<file path="src/rtl/sd_fifo_rd_arb.sv">
// sd_fifo_rd_arb: read-port arbiter for one memory shared by several FIFO tail controllers.
// Picks at most one tail per cycle (round-robin with a bounded burst length), muxes that
// tail's read pointer and mem_re onto the memory read port, and tags the data returning
// one cycle later with its owning channel.
//
// Ports:
//   clk           clock, state updates on posedge
//   reset         asynchronous active-high reset
//   t_usage       per-tail usage, channel i at [i*(asz+1) +: asz+1]; nonzero = request
//   t_rdptr       per-tail read pointer, channel i at [i*asz +: asz]
//   t_mem_re      per-tail memory read enable (may depend on t_enable)
//   t_enable      per-tail grant, one-hot or zero
//   mem_re        memory read enable
//   mem_addr      memory read address (0 when nothing is granted)
//   rd_owner      channel owning the read data on the memory output this cycle
//   rd_owner_vld  rd_owner is valid
//   err           sticky: a tail asserted mem_re without holding the grant
module sd_fifo_rd_arb #(
  parameter int unsigned channels  = 4,
  parameter int unsigned asz       = 8,
  parameter int unsigned max_burst = 4,
  parameter int unsigned csz       = $clog2(channels)
) (
  input  logic                          clk,
  input  logic                          reset,
  input  logic [channels*(asz+1)-1:0]   t_usage,
  input  logic [channels*asz-1:0]       t_rdptr,
  input  logic [channels-1:0]           t_mem_re,
  output logic [channels-1:0]           t_enable,
  output logic                          mem_re,
  output logic [asz-1:0]                mem_addr,
  output logic [csz-1:0]                rd_owner,
  output logic                          rd_owner_vld,
  output logic                          err
);

  localparam int unsigned BW = $clog2(max_burst) + 1;
  localparam logic [BW-1:0] MaxBurst = BW'(max_burst);

  // Increment a channel index, wrapping at channels (which need not be a power of 2).
  function automatic logic [csz-1:0] wrap_inc(input logic [csz-1:0] idx);
    if (32'(idx) + 32'd1 >= channels) return '0;
    else return idx + csz'(1);
  endfunction

  logic [csz-1:0] owner_q, owner_d;
  logic           own_vld_q, own_vld_d;
  logic [BW-1:0]  burst_q, burst_d;
  logic [csz-1:0] prio_q, prio_d;
  logic [csz-1:0] rd_owner_q;
  logic           rd_owner_vld_q;
  logic           err_q;

  logic [channels-1:0] req;
  logic                keep;
  logic [csz-1:0]      scan_start;
  logic                grant_vld;
  logic [csz-1:0]      grant;

  always_comb begin
    req = '0;
    for (int unsigned i = 0; i < channels; i++) begin
      req[i] = |t_usage[i*(asz+1) +: (asz+1)];
    end
  end

  assign keep = own_vld_q & req[owner_q] & (burst_q < MaxBurst);

  // When the keep rule fails for a live owner, the fresh scan on that same cycle already
  // starts just past the owner, so a finished burst hands over with no idle cycle.
  assign scan_start = own_vld_q ? wrap_inc(owner_q) : prio_q;

  // Grant is a function of registered state and t_usage only, so tails may derive
  // t_mem_re from t_enable without forming a loop. Reset forces no grant.
  always_comb begin
    int unsigned idx;
    idx       = 0;
    grant_vld = 1'b0;
    grant     = '0;
    if (!reset) begin
      if (keep) begin
        grant_vld = 1'b1;
        grant     = owner_q;
      end else begin
        for (int unsigned k = 0; k < channels; k++) begin
          idx = 32'(scan_start) + k;
          if (idx >= channels) idx = idx - channels;
          if (!grant_vld && req[csz'(idx)]) begin
            grant_vld = 1'b1;
            grant     = csz'(idx);
          end
        end
      end
    end
  end

  always_comb begin
    t_enable = '0;
    mem_addr = '0;
    for (int unsigned i = 0; i < channels; i++) begin
      if (grant_vld && (grant == csz'(i))) begin
        t_enable[i] = 1'b1;
        mem_addr    = t_rdptr[i*asz +: asz];
      end
    end
  end

  assign mem_re = |(t_mem_re & t_enable);

  always_comb begin
    owner_d   = owner_q;
    own_vld_d = own_vld_q;
    burst_d   = burst_q;
    prio_d    = prio_q;
    // Burst exhausted or owner's request dropped: rotate priority past the owner.
    if (own_vld_q && !keep) prio_d = wrap_inc(owner_q);
    if (grant_vld) begin
      if (t_mem_re[grant]) begin
        owner_d   = grant;
        own_vld_d = 1'b1;
        // keep implies burst_q < max_burst, so the increment cannot overflow.
        burst_d   = keep ? burst_q + BW'(1) : BW'(1);
      end else begin
        // Tail stalled: release the port and let the next channel go first.
        own_vld_d = 1'b0;
        burst_d   = '0;
        prio_d    = wrap_inc(grant);
      end
    end else begin
      own_vld_d = 1'b0;
      burst_d   = '0;
    end
  end

  always_ff @(posedge clk or posedge reset) begin
    if (reset) begin
      owner_q        <= '0;
      own_vld_q      <= 1'b0;
      burst_q        <= '0;
      prio_q         <= '0;
      rd_owner_q     <= '0;
      rd_owner_vld_q <= 1'b0;
      err_q          <= 1'b0;
    end else begin
      owner_q        <= owner_d;
      own_vld_q      <= own_vld_d;
      burst_q        <= burst_d;
      prio_q         <= prio_d;
      rd_owner_vld_q <= mem_re;
      if (mem_re) rd_owner_q <= grant;
      err_q          <= err_q | (|(t_mem_re & ~t_enable));
    end
  end

  assign rd_owner     = rd_owner_q;
  assign rd_owner_vld = rd_owner_vld_q;
  assign err          = err_q;

endmodule

</file>
<file path="config.mk">
export PLATFORM = sky130hd
export DESIGN_NAME = sd_fifo_rd_arb
export DESIGN_NICKNAME = d
export VERILOG_FILES = /design/src/rtl/sd_fifo_rd_arb.sv
export SDC_FILE = /design/constraint.sdc
export NUM_CORES = 1
export LEC_CHECK = 0
export CAP_MARGIN = 0
export CORE_ASPECT_RATIO = 1.1
export CORE_MARGIN = 2
export CORE_UTILIZATION = 30
export DETAILED_ROUTE_END_ITERATION = 7
export GPL_TIMING_DRIVEN = 1
export HOLD_SLACK_MARGIN = 0.06
export PLACE_DENSITY = 0.83
export SETUP_SLACK_MARGIN = 0.5
export SYNTH_ARGS = -nofsm -noshare
export SYNTH_HDL_FRONTEND = slang
export SYNTH_SLANG_ARGS = --single-unit
</file>
<file path="constraint.sdc">
create_clock -name clk -period 3.6 [get_ports clk]
set_input_delay 0.72 -clock clk [delete_from_list [all_inputs] [get_ports clk]]
set_output_delay 0.72 -clock clk [all_outputs]
set_load 0.01 [all_outputs]
</file>
* Yosys cells after proc, flatten, opt, wreduce, memory -nomap -nowiden
Index checks and enable logic that the tools add are counted. W data, S select, Z words.
Storage, ports and cells: word-level logic and storage cells 122, output and inout bits 17, memories 0, bits in read-only memories 0, register bits after elaboration 12, RAM bits 0, latch bits 0
Cells by class: muxes and demuxes 61, divide/modulo/power cells 0, order comparisons 13, reductions and logical operators 20, bitwise gates (word level) 6, equal/unequal tests 3, $add $sub $neg 12, shift-type cells 0, multiply operators 0
Operators by type and width (count):
- $mux W2 | 24
- $reduce_or A9 Y1 | 4
- $mux W8 | 4
- $mux W1 | 24
- $lt A2 B3 Y1 const B | 6
- $ge A3 B3 Y1 const B | 5
- $bmux W1 S2 | 6
- $add A2 B1 Y3 const B | 3
- $mux W3 | 3
- $and A4 B4 Y4 | 2
- $logic_and A1 B1 Y1 | 8
- $reduce_or A4 Y1 | 2
- $sub A2 B1 Y2 const B | 4
- $add A2 B2 Y3 const B | 2
- $add A2 B1 Y2 const B | 2
- $eq A2 B2 Y1 const B | 2
- $logic_not A1 Y1 | 4
- $not A4 Y4 | 1
- $add A3 B1 Y3 const B | 1
- $ge A2 B3 Y1 const B | 1
- $lt A3 B3 Y1 const B | 1
- $and A1 B1 Y1 | 2
- $eq A2 B1 Y1 const B | 1
- $logic_not A2 Y1 | 1
- 2 further kinds | 2

* Depth between registers and ports, before layout
word-level depth 35, gate-level depth with buffers 13

* Least setup slack after synthesis
OpenSTA, ideal clock, no wires.
path kind input -> output, start input t_usage[2], end output mem_addr[0], buffers on the path 0, setup slack -0.206 ns, cell stages on the path 11, arrival 3.086 ns, data required time 2.880 ns, cell sequence nor4_2 > nand3_2 > o211ai_2 > nand2_1 > mux2i_2 > inv_1 > ha_1 > nand2_1 > clkinv_1 > a221oi_1 > o31ai_1
Between the ends: cells in the longest elaborated chain, start to end 27
Ends and longest elaborated chain:
- from (decl) | line 26 | input logic [channels*(asz+1)-1:0] t_usage,
- $reduce_or A9 Y1 (*) | line 63 | req[i] = |t_usage[i*(asz+1) +: (asz+1)];
- $bmux W1 S2 | line 88 | if (!grant_vld && req[csz'(idx)]) begin
- $mux W1 (not written as such) | line 88
- $mux W1 | line 88
- $mux W1 | line 81 | if (keep) begin
- $mux W1 | line 80 | if (!reset) begin
- $logic_not A1 Y1 | line 88
- $logic_and A1 B1 Y1 | line 88
- [10 not listed]
- $mux W2 | line 88
- $mux W2 (*) | line 81
- $mux W2 (*) | line 80
- net grant[0] | line 58 | logic [csz-1:0] grant;
- $logic_not A2 Y1 | line 101 | if (grant_vld && (grant == csz'(i))) begin
- $logic_and A1 B1 Y1 | line 101
- $mux W8 (3 in series) | line 101
- $mux W8 (*) | line 101
- to (decl) | line 31 | output logic [asz-1:0] mem_addr,
Mark *: on every way through the listed nets, which the timed path passes. The rest lies on a longest branch. The select of a mux whose other input is x is not followed.

* Final worst setup path
start input t_usage[22], end output mem_addr[6]
Between the ends: cells in the longest elaborated chain, start to end 27
Ends and longest elaborated chain (line):
- $reduce_or A9 Y1 (*) | 63
- $bmux W1 S2 | 88
- $mux W1 (not written as such) | 88
- $mux W1 | 88
- $mux W1 | 81
- $mux W1 | 80
- $logic_not A1 Y1 | 88
- $logic_and A1 B1 Y1 | 88
- [9 not listed]
- $logic_and A1 B1 Y1 | 88
- $mux W2 | 88
- $mux W2 | 81
- $mux W2 | 80
- $logic_not A2 Y1 | 101
- $logic_and A1 B1 Y1 | 101
- $mux W8 (3 in series) | 101
- $mux W8 (*) | 101
Mark *: on every way between the ends. The rest lies on a longest branch, timed or not. The select of a mux whose other input is x is not followed.

==> run summary <==
Core footprint: 3684 um2
Pwr Total: 1.962 mW
Main combinational cell family by area after synthesis: simple AND/OR/NAND/NOR gates
Gpl congestion: 0.8038
Antenna cells: 0
Top FF cell, synth: dfrtp_1
I/O pin cnt: 91
Largest cells by area after synthesis: dfrtp_1 (26%), ha_1 (6.5%), nand2_1 (6.5%)
Core Util, Final: 0.7891
Post-Place Cells: 295
Worst EP required: 2.88 ns
Endpoint class of the critical path: output port
Max-cap violations: 0
Global Route Usage Sum: 0.2433
Post-synth top cells: nand2_1 (20), nor2_1 (14), dfrtp_1 (12), a221oi_1 (8), o31ai_1 (8)
Slew margin rel.: 0.7597
Post-synthesis sequential area ratio: 0.2586
DR iter-0 viols: 64
Final instance area: 2907 um2
Arr. time, crit path: 2.99 ns
Netlist Area Pre-Place: 1161 um2
ANT nets after route: 0
Port Buf Inserts: 90
Most common cell in the synthesized netlist: nand2_1
Htree depth: 1
Synth warn: 0
Unrepaired setup endpoints after global routing: yes
First-pass GRT wire length: 8376 um
Synth Instances: 137
Post-synth EDFFs: 0
Area share of and/or/nand/nor cells after synthesis: 0.2888
Endpoints failing hold: 0
Vias in the first global route: 1835
Clk sinks: 12
Critical Path Fanout Max: 6
Worst skew pair latency: 0.25 ns
DP HPWL: 3780 um
Vias/cell: 5.196
Xor/xnor share of the synthesized area: 0
Post-Syn Nets: 217
Die width: 63.32 um
Initial antenna violation count: 0
Failing checks: setup timing
Worst Tran Pin Value: 0.3597 ns
Setup CP Type: primary input to output port
Fin crit period: 3.709 ns
Synth unique cells: 41
Clk slew on worst S/H paths: 0.05 ns
Final Skew: 0.005039 ns
Post-synthesis mux area share: 0.09375
# hold bufs at CTS: 0
Adder-cell area share of the yosys netlist: 0.06466
Synthesized area per cell: 8.475 um2
Nets: 357
Complex-gate fraction of the synthesized area: 0.2554
Drt first pass iters: 4
Cell taking the most area after synthesis: dfrtp_1
FF-to-FF setup slack: 0.63 ns
Post-DP Area: 2484 um2
Buffer depth of the longest clock path: 2
Row count: 23
CTS tree: yes
Share of layout cells above drive strength 1: 0.4964
Routed len/inst: 16.84 um
Final setup margin: -0.1090 ns
Via count: 1694
FFs w/ async S/R, synth: 1.000
Initial Utilization: 0.3152
Dpl ws: -0.8361 ns
Post-route setup TNS: -0.8333 ns
GRT Residual Overflow: 0
Hold WC Path Type: register to register
DRT Wirelength: 5491 um
Status: finished with violations
Die area: 4385 um2
Height of the die: 69.25 um
Root Buffer: clkbuf_8
Largest net degree at the start of global routing: 9
Share of the synthesized area in the top cell type: 0.2586
Hold WS: 0.4827 ns
LEAKAGE: 1.247 nW
Yosys reg bits: 12
Maximum clock rate: 0.2696 GHz
Fin cells: 326
Tcrit/Tclk final: 1.030
Setup violations, final: 9
Startpoint types: primary input
Pwr dens: 674.9 nW/um2
Area growth syn-to-layout: 150.3%
CTS Buf Count: 3
Final Max Tran Viols: 0
Peak VDD IR: 0.2633 mV
Post-route DRC violation count: 0
-- layer usage --
layer  vias to the layer above  share of wire  global-route usage
met3                         5          0.080             0.05682
met5                         -              0                   0
met4                         0          0.011             0.07488
met2                        85           0.55              0.5000
met1                       802           0.36              0.2298
li1                        802              -                   -
-- critical path, stage by stage --
cell	delay, ns
buf_8	0.10
nor4_4	0.36
nand3_2	0.20
o2bb2ai_4	0.17
o311ai_4	0.35
buf_4	0.19
ha_4	0.14
nand2_4	0.06
nor2_4	0.12
buf_6	0.15
a221oi_2	0.07
o31ai_2	0.18
buf_2	0.17
-- path summary, 6_finish.rpt --
path,startpoint,end,cells past startpoint
max,t_usage[22],mem_addr[6],13
min in group asynchronous,reset,prio_q[0],3
min,burst_q[0],burst_q[0],1
max in group asynchronous,reset,rd_owner_vld,4
min reg2reg,burst_q[0],burst_q[0],1
max reg2reg,owner_q[0],prio_q[1],12
-- cell type report --
cell class / instances / area [um2]
fill: 231 / 777.0
sequential: 12 / 300.3
timing repair buffer: 136 / 1221
inverter: 9 / 58.81
clock buffer: 4 / 55.05
multi-input combinational: 113 / 1181
timing repair inverter: 2 / 27.53
tap: 50 / 62.56
-- cells by family after synthesis --
family	count (synthesis)
adders and majority gates	6
and+or+nand+nor	62
muxes	9
buffers and inverters	12
AOI/OAI and AO/OA	36
DFF	12
-- flip-flops by register name (all words and copies together) (netlist names) --
| register | count |
|---|---|
| burst_q | 3 |
| owner_q | 2 |
| prio_q | 2 |
| rd_owner | 2 |
| err | 1 |
| own_vld_q | 1 |
| rd_owner_vld | 1 |
-- repair_timing --
| item | in CTS | in global routing |
|---|---|---|
| pin swaps | 39 | 20 |
| buffers inserted | 21 | 4 |
| setup endpoints to repair | 17 | 13 |
| gates cloned | 2 | 0 |
| gates resized for setup | 153 | 25 |
-- power by group --
part           internal (mW)  switching, mW  total (mW)
combinational          0.879          0.714        1.59
sequential             0.182         0.0340       0.216
clock                 0.0970         0.0557       0.153
-- cell usage in the layout (no fill, tap or decap), drive strengths merged --
cell type       n
and3            5
clkdlybuf4s50  41
nand2          20
o31ai           8
ha              6
clkbuf          6
nor3b           1
dlygate4sd2    18
o211ai          3
nand4           2
nor4            4
a22oi           2
clkdlybuf4s15   8
inv             8
a31oi           1
nor2           14
mux2i           7
o311ai          1
and3b           1
nor3            5
a222oi          1
buf            67
clkinv          3
and2            1
o2bb2ai         3
mux2            2
nor2b           1
a221oi          9
or2             1
a21oi           6
nand4b          1
nand3           6
dfrtp          12
o21ai           2
(Power assumes the default switching activity.)
